File: src/rtl/bird_game_controller.sv
// Per-frame flappy-bird sequencer: bird position/velocity, flap input, gap collision, game FSM.
// Optional DEATH_FLASH_EN: palette-invert flashing while the bird is dying.
module bird_game_controller #(
  parameter int START_Y      = 240,
  parameter int GRAVITY      = 1,
  parameter int FLAP_IMPULSE = 8,
  parameter int MAX_FALL     = 8,
  parameter int Y_MIN        = 157,
  parameter int Y_MAX        = 324,
  parameter int FLOOR_Y      = 474,
  parameter int DYING_FRAMES = 60,
  parameter int FLASH_PERIOD = 8
) (
  input  logic        clock,
  input  logic        reset_L,
  input  logic        frame_tick,
  input  logic        flap,
  input  logic        start,
  output logic [31:0] bird_y,
  output logic        inverted,
  output logic        playing,
  output logic        game_over,
  output logic [15:0] score
);

  typedef enum logic [1:0] {
    S_IDLE  = 2'd0,
    S_PLAY  = 2'd1,
    S_DYING = 2'd2,
    S_OVER  = 2'd3
  } state_t;

  localparam logic signed [6:0]  LP_GRAV     = 7'(GRAVITY);
  localparam logic signed [6:0]  LP_MAXF     = 7'(MAX_FALL);
  localparam logic signed [5:0]  LP_FLAP_VEL = 6'(-FLAP_IMPULSE);
  localparam logic signed [11:0] LP_YMIN     = 12'(Y_MIN);
  localparam logic signed [11:0] LP_YMAX     = 12'(Y_MAX);
  localparam logic signed [11:0] LP_FLOOR    = 12'(FLOOR_Y);
  localparam logic signed [11:0] LP_CEIL     = 12'sd6;
  localparam logic [9:0]         LP_START    = 10'(START_Y);
  localparam logic [5:0]         LP_DLAST    = 6'(DYING_FRAMES - 1);

  state_t             r_state, w_state_n;
  logic [9:0]         r_bird_y, w_bird_y_n;
  logic signed [5:0]  r_vel, w_vel_n;
  logic [15:0]        r_score, w_score_n;
  logic [5:0]         r_dcnt, w_dcnt_n;
  logic               r_flap_s1, r_flap_s2, r_flap_d, r_flap_pend;
  logic               w_edge;
  logic signed [6:0]  w_vel_inc;
  logic signed [5:0]  w_vel_fall, w_vel_move;
  logic signed [11:0] w_pos_sum, w_pos_clamp;
  logic               w_out_of_gap;

  assign w_edge = r_flap_s2 & ~r_flap_d;

  // Edge coinciding with a tick survives that tick and is seen by the next one.
  always_ff @(posedge clock or negedge reset_L) begin
    if (!reset_L) begin
      r_flap_s1   <= 1'b0;
      r_flap_s2   <= 1'b0;
      r_flap_d    <= 1'b0;
      r_flap_pend <= 1'b0;
    end else begin
      r_flap_s1 <= flap;
      r_flap_s2 <= r_flap_s1;
      r_flap_d  <= r_flap_s2;
      if (frame_tick)
        r_flap_pend <= w_edge;
      else if (w_edge)
        r_flap_pend <= 1'b1;
    end
  end

  always_comb begin
    w_vel_inc    = {r_vel[5], r_vel} + LP_GRAV;
    w_vel_fall   = (w_vel_inc > LP_MAXF) ? LP_MAXF[5:0] : w_vel_inc[5:0];
    w_vel_move   = (r_state == S_PLAY && r_flap_pend) ? LP_FLAP_VEL : w_vel_fall;
    w_pos_sum    = $signed({2'b00, r_bird_y}) + {{6{w_vel_move[5]}}, w_vel_move};
    if (w_pos_sum < LP_CEIL)
      w_pos_clamp = LP_CEIL;
    else if (w_pos_sum > LP_FLOOR)
      w_pos_clamp = LP_FLOOR;
    else
      w_pos_clamp = w_pos_sum;
    w_out_of_gap = (w_pos_clamp < LP_YMIN) || (w_pos_clamp > LP_YMAX);
  end

  always_comb begin
    w_state_n  = r_state;
    w_bird_y_n = r_bird_y;
    w_vel_n    = r_vel;
    w_score_n  = r_score;
    w_dcnt_n   = r_dcnt;
    case (r_state)
      S_IDLE: begin
        w_bird_y_n = LP_START;
        w_vel_n    = '0;
        if (frame_tick && (start || r_flap_pend)) begin
          w_state_n = S_PLAY;
          w_score_n = '0;
        end
      end
      S_PLAY: begin
        if (frame_tick) begin
          w_vel_n    = w_vel_move;
          w_bird_y_n = w_pos_clamp[9:0];
          if (w_out_of_gap) begin
            w_state_n = S_DYING;
            w_dcnt_n  = '0;
          end else if (r_score != '1) begin
            w_score_n = r_score + 16'd1;
          end
        end
      end
      S_DYING: begin
        if (frame_tick) begin
          w_vel_n    = w_vel_fall;
          w_bird_y_n = w_pos_clamp[9:0];
          w_dcnt_n   = r_dcnt + 6'd1;
          if (w_pos_clamp == LP_FLOOR || r_dcnt == LP_DLAST)
            w_state_n = S_OVER;
        end
      end
      S_OVER: begin
        if (frame_tick && start) begin
          w_state_n  = S_IDLE;
          w_bird_y_n = LP_START;
          w_vel_n    = '0;
        end
      end
      default: w_state_n = S_IDLE;
    endcase
  end

  always_ff @(posedge clock or negedge reset_L) begin
    if (!reset_L) begin
      r_state  <= S_IDLE;
      r_bird_y <= LP_START;
      r_vel    <= '0;
      r_score  <= '0;
      r_dcnt   <= '0;
    end else begin
      r_state  <= w_state_n;
      r_bird_y <= w_bird_y_n;
      r_vel    <= w_vel_n;
      r_score  <= w_score_n;
      r_dcnt   <= w_dcnt_n;
    end
  end

`ifdef DEATH_FLASH_EN
  localparam int LP_FW = (FLASH_PERIOD > 1) ? $clog2(FLASH_PERIOD) : 1;
  localparam logic [LP_FW-1:0] LP_FLAST = LP_FW'(FLASH_PERIOD - 1);

  logic [LP_FW-1:0] r_flash_cnt;
  logic             r_inv;

  // Flash phase restarts on DYING entry; OVER and IDLE always show the normal palette.
  always_ff @(posedge clock or negedge reset_L) begin
    if (!reset_L) begin
      r_flash_cnt <= '0;
      r_inv       <= 1'b0;
    end else if (frame_tick) begin
      if (r_state == S_DYING && w_state_n == S_DYING) begin
        if (r_flash_cnt == LP_FLAST) begin
          r_flash_cnt <= '0;
          r_inv       <= ~r_inv;
        end else begin
          r_flash_cnt <= r_flash_cnt + 1'b1;
        end
      end else begin
        r_flash_cnt <= '0;
        r_inv       <= 1'b0;
      end
    end
  end

  assign inverted = r_inv;
`else
  logic w_flash_unused;
  assign w_flash_unused = (FLASH_PERIOD == 0);
  assign inverted       = 1'b0;
`endif

  assign bird_y    = {22'd0, r_bird_y};
  assign playing   = (r_state == S_PLAY);
  assign game_over = (r_state == S_OVER);
  assign score     = r_score;

endmodule

File: config.mk
export PLATFORM = sky130hd
export DESIGN_NAME = bird_game_controller
export DESIGN_NICKNAME = d
export VERILOG_FILES = /design/src/rtl/bird_game_controller.sv
export SDC_FILE = /design/constraint.sdc
export NUM_CORES = 1
export LEC_CHECK = 0
export CAP_MARGIN = 20
export CORE_ASPECT_RATIO = 1.2
export CORE_MARGIN = 5
export CORE_UTILIZATION = 58
export CTS_CLUSTER_DIAMETER = 50
export DETAILED_ROUTE_END_ITERATION = 8
export HOLD_SLACK_MARGIN = 0.08
export PLACE_DENSITY_LB_ADDON = 0.12
export SYNTH_ARGS = -nofsm -noshare
export SYNTH_HDL_FRONTEND = slang
export SYNTH_SLANG_ARGS = --single-unit
File: constraint.sdc
create_clock -name clock -period 8.3 [get_ports clock]
set_input_delay 0.83 -clock clock [delete_from_list [all_inputs] [get_ports clock]]
set_output_delay 0.83 -clock clock [all_outputs]
set_load 0.02 [all_outputs]
Word-level counts from Yosys, hierarchy flattened
Cells that the tools add are included.

Register bits after elaboration: 44. Input bits: 5. Output and inout port bits: 51. Logic and storage cells: 80.

Reduce and logical (&&, ||, !) cells: 16. Bitwise logic cells: 2. Add/sub/neg operators: 4. Mux-type cells: 29. Eq/ne operators: 15. Magnitude comparators: 5.

Operators by type and width (number): 2-to-1 mux 16 bit (4); 2-to-1 mux 6 bit (8); one-hot mux 16 bit (2 select lines) (1); one-hot mux 10 bit (3 select lines) (1); > comparator 12 x 10 -> 1 bit (second input constant) (2); 2-to-1 mux 12 bit (2); one-hot mux 6 bit (4 select lines) (1); 2-to-1 mux 10 bit (2); adder 16 x 1 -> 16 bit (second input constant) (1); != test 16 bit (second input constant) (1); adder 11 x 6 -> 12 bit (1); == test 12 x 10 -> 1 bit (second input constant) (1); < comparator 12 x 4 -> 1 bit (second input constant) (1); < comparator 12 x 9 -> 1 bit (second input constant) (1); 2-to-1 mux 2 bit (6); one-hot mux 6 bit (2 select lines) (1); != test 2 bit (second input constant) (5); != test 2 x 1 -> 1 bit (second input constant) (4); one-hot mux 2 bit (4 select lines) (1); adder 6 x 2 -> 7 bit (second input constant) (1); > comparator 7 x 5 -> 1 bit (second input constant) (1); adder 6 x 1 -> 6 bit (second input constant) (1); == test 6 bit (second input constant) (1); AND reduction 6 bit (1); other kinds (14) (22).

Depth between registers and ports, before layout
Depth in word-level cells: 13. Gate-level depth with buffers: 19. Gate-level depth less buffers: 17.

Worst setup path after synthesis
Ideal clock, no wire load.

Kind: register -> register. Start: register r_state[1]. End: register r_score[15], in the netlist score[15]. Library setup time: 0.078 ns. Setup slack: 3.957 ns. Arrival: 4.265 ns. Buffers on the path: 2. Stages on the path, launching flop included: 17. Path through: dfrtp_1 > inv_1 > ha_1 > buf_2 > and2_1 > a311oi_4 > inv_1 > ha_1 > buf_4 > a2111oi_4 > o21ai_1 > and3_1 > a2111oi_4 > nand3_2 > or4_4 > or4_1 > a21oi_1.

Cells in the longest elaborated chain, start to end: 11. Elaborated cells between the ends (all ways): 19. Those cells by class: 1 x add/sub; 4 x order compare; 5 x eq/ne; 4 x mux; 5 x reduce/logical.

RTL lines: start, declared (RTL line 43) `state_t r_state, w_state_n;`; start signal, assigned (RTL line 144) `r_state <= w_state_n;`; == test 2 x 1 -> 1 bit *; net playing (RTL line 21) `output logic playing,`; logical AND 1 bit (RTL line 78) `w_vel_move = (r_state == S_PLAY && r_flap_pend) ? LP_FLAP_VEL : w_vel_fall;`; 2-to-1 mux 6 bit (RTL line 78); adder 11 x 6 -> 12 bit (RTL line 79) `w_pos_sum = $signed({2'b00, r_bird_y}) + {{6{w_vel_move[5]}}, w_vel_move};`; > comparator 12 x 10 -> 1 bit (RTL line 82) `else if (w_pos_sum > LP_FLOOR)`; 2-to-1 mux 12 bit (RTL line 82); 2-to-1 mux 12 bit (RTL line 80) `if (w_pos_sum < LP_CEIL)`; < comparator 12 x 9 -> 1 bit or > comparator 12 x 10 -> 1 bit (tied branches) (RTL line 86) `w_out_of_gap = (w_pos_clamp < LP_YMIN) || (w_pos_clamp > LP_YMAX);`; logical OR 1 bit (RTL line 86); != test 2 bit (no source line); AND reduction 5 bit (no source line); end signal, assigned (RTL line 147) `r_score <= w_score_n;`; end, declared (RTL line 46) `logic [15:0] r_score, w_score_n;`.

The timed path passes the listed nets; every way through them passes the cells marked *. A chain may end at the register's enable or synchronous reset.

Worst setup path in the final report
Start: register r_state[1]. End: register r_score[14], in the netlist score[14].

Cells in the longest elaborated chain, start to end: 11. Elaborated cells between the ends (all ways): 19. Those cells by class: 1 x add/sub; 4 x order compare; 5 x eq/ne; 4 x mux; 5 x reduce/logical.

RTL lines (RTL line): == test 2 x 1 -> 1 bit (78, 95); logical AND 1 bit (78); 2-to-1 mux 6 bit (78); adder 11 x 6 -> 12 bit (79); > comparator 12 x 10 -> 1 bit (82); 2-to-1 mux 12 bit (82); 2-to-1 mux 12 bit (80); < comparator 12 x 9 -> 1 bit or > comparator 12 x 10 -> 1 bit (tied branches) (86); logical OR 1 bit (86); != test 2 bit (no source line); AND reduction 5 bit (no source line).

Parallel ways exist; a longest one is shown, timed or not.

==> impl_metrics.tcl <==
set metrics [dict create \
    timing.max_slew.rel_slack_pct 58.5 \
    endpoint_kind "flip-flop" \
    rows 30 \
    htreeDepth 2 \
    ys_types 67 \
    tns_ns 0 \
    cp.arrival_ns 5.21 \
    vias 2991 \
    async_reset_ff_share_pct 100 \
    start_util_pct 59.6 \
    nets 440 \
    first_global_vias 2749 \
    cts_resized 0 \
    crit_type "reg -> reg" \
    use_met1_pct 28.7 \
    busiest_layer "met2" \
    grt_usage_pct 21.7 \
    core_area_mm2 0.00563 \
    diodes 0 \
    rsz0062_at_grt "no" \
    dieHeight_um 93.3 \
    syn_to_final_growth_pct 11.7 \
    synthFlopType "dfrtp_1" \
    place.port_buffers 32 \
    cap_violations 0 \
    grt_pass1_wl_um 13000 \
    layout-drive-gt1-share_pct 6.75 \
    dieArea_mm2 0.00741 \
    worstPathRequired_ns 8.53 \
    mostFrequentLayoutCells "dfrtp_1, nand2_1, o21ai_0, clkdlybuf4s50_1" \
    r2r_slack_ns 3.32 \
    cts_buffers 5 \
    slew_violations 0 \
    r2r-end "score[14]" \
    netlist_area_mm2 0.00335 \
    tightest_slew_ns 0.621 \
    avgRoutedWirePerCell_um 16.3 \
    die_w_um 79.4 \
    fmax_mhz 201 \
    path_clk_slew_ns 0.08 \
    cpMaxStageDelayCell "or3_1" \
    ir_worst_vdd_v 0.000275 \
    grt_use_met3_pct 3.37 \
    power.density_mw_per_mm2 470 \
    ios 56 \
    whs_ns 0.336 \
    post-route-min-period_ns 4.98 \
    cts_setup_buffers 0 \
    grt_overflow 0 \
    use_met2_pct 36.0 \
    dp_hpwl_um 5850 \
    hold_viol_final 0 \
    pre_cts_slack_ns 3.37 \
    worst_path_largest_cell_delay_ns 0.66 \
    drtIter0Drc 243 \
    skew_ns 0.0125 \
    crit_family "simple AND/OR/NAND/NOR gates" \
    ant_nets 0 \
    cts-root-buf "clkbuf_8" \
    netlist_instances 382 \
    fin_crit_sh_pct 60.0 \
    setup_violations 0 \
    drc 0 \
    fin_ws_ns 3.32 \
    fill_cells 493 \
    reg2reg_depth 14 \
    grt_max_degree 45 \
    antenna_found_initial 0 \
    synth.yosys.seq_area_share_pct 33.0 \
    worstPathMaxFanout 23 \
    place_congestion 0.883 \
    syn_avg_cell_area_um2 8.78 \
    hp-class "in -> async" \
    startpoint_type "flip-flop" \
    final_common_cell "dfrtp_1" \
    leakage_nw 1.58 \
    clockBufferDepth 2 \
    routed_wl_um 7820 \
    reg2reg_from "r_state[1]" \
    status "finished clean" \
    clk-insertion-delay-late_ns 0.30 \
    dpl_cell_area_mm2 0.00363 \
    path_buf_inv 2 \
    path_cells "inv_1 -> ha_1 -> and2_1 -> a311oi_4 -> inv_1 -> ha_1 -> a2111oi_4 -> o21ai_1 -> and3_1 -> a2111oi_4 -> nand3_2 -> or3_1 -> or4_1 -> a21oi_1" \
    synth-edff-count 0 \
    stdcell_area_mm2 0.00375 \
    vias_per_cell 6.24 \
    first_pass_iters 5 \
    clock-sinks 44 \
    ys_ff_latch 44 \
    cts_hold_buf 0 \
    cts_tree "built" \
    ys.warnings.count 0 \
]
==> flip-flops by register name, summed over array words and instances (netlist names) <==
signal / count
r_flap_s2: 1
r_state: 2
r_bird_y: 10
r_flap_s1: 1
r_flap_pend: 1
r_dcnt: 6
r_vel: 6
score: 16
r_flap_d: 1
==> worst register-to-register path, stage by stage, from the launching register on <==
cell and delay, ns:
dfrtp_1 0.38, inv_1 0.09, ha_1 0.33, and2_1 0.25, a311oi_4 0.45, inv_1 0.29
ha_1 0.49, a2111oi_4 0.39, o21ai_1 0.19, and3_1 0.24, a2111oi_4 0.35, nand3_2 0.15
or3_1 0.66, or4_1 0.49, a21oi_1 0.15
==> where the power goes <==
group | internal, mW | switching, mW
clock network | 0.0675 | 0.0783
logic | 0.502 | 0.800
registers | 0.267 | 0.0465
total | 0.836 | 0.925
==> stage by stage <==
stage	power, mW	utilization, %	cells
4_1_cts	1.74	66.2	478
6_report	1.76	66.6	479
5_1_grt	1.92	66.6	479
3_5_place_dp	1.59	64.5	470
2_1_floorplan	1.30	-	404
3_3_place_gp	1.56	64.5	470
==> cells in the mapped netlist, drive strengths merged, types with 5 or more instances <==
| cell | instances | share of area (%) |
|---|---|---|
| dfrtp | 40 | 30 |
| o21ai | 35 | 5.3 |
| nand2 | 31 | 3.5 |
| buf | 27 | 5.9 |
| a21oi | 24 | 3.6 |
| nor2 | 24 | 2.7 |
| ha | 20 | 7.5 |
| nand3 | 20 | 3.1 |
| inv | 16 | 1.8 |
| or3 | 11 | 2.1 |
| and3 | 9 | 1.7 |
| o211ai | 7 | 1.6 |
| or4 | 7 | 1.7 |
| xnor2 | 7 | 1.8 |
| a2111oi | 6 | 2.9 |
| a21o | 6 | 1.3 |
| a221o | 5 | 1.5 |
| clkbuf | 5 | 0.56 |
| nand2b | 5 | 0.93 |
| nor3b | 5 | 1.1 |
==> area by class of cell <==
type	instances	area, um^2	area share, %
clock inverters	2	15.0	0.401
multi-input cells	312	2050	54.8
clock buffers	6	82.6	2.20
inverters	16	60.1	1.60
well taps	64	80.1	2.14
repair buffers	35	350	9.35
flip-flops and latches	44	1110	29.5
==> cell families after synthesis <==
group	Yosys count	share of synthesized area (%)
adders and majority gates	21	8.06
buffers and inverters	48	8.24
muxes	4	1.23
other	1	0.112
DFF	44	33.0
AOI/OAI and AO/OA	119	25.4
and+or+nand+nor	136	21.7
xor gates and xnor gates	9	2.35
==> worst max-delay path by stage <==
stage	startpoint	endpoint	slack, ns	cells after the start
6_report	r_state[1]	score[14]	3.32	14
5_1_grt	r_state[1]	score[14]	3.01	14
4_1_cts	r_state[1]	score[14]	3.35	14
3_5_place_dp	r_state[1]	score[14]	3.37	14
3_3_place_gp	r_state[1]	score[14]	3.50	14
2_1_floorplan	r_state[1]	score[15]	3.96	16
==> metal layers <==
metal	part of all wire [%]	up-vias	wire [um]
met3	4.7	18	370
met1	43	1441	3350
met5	0	-	0
met4	2.4	0	184
met2	50	90	3910
li1	-	1442	-
Power figures use the tool's default switching activity.
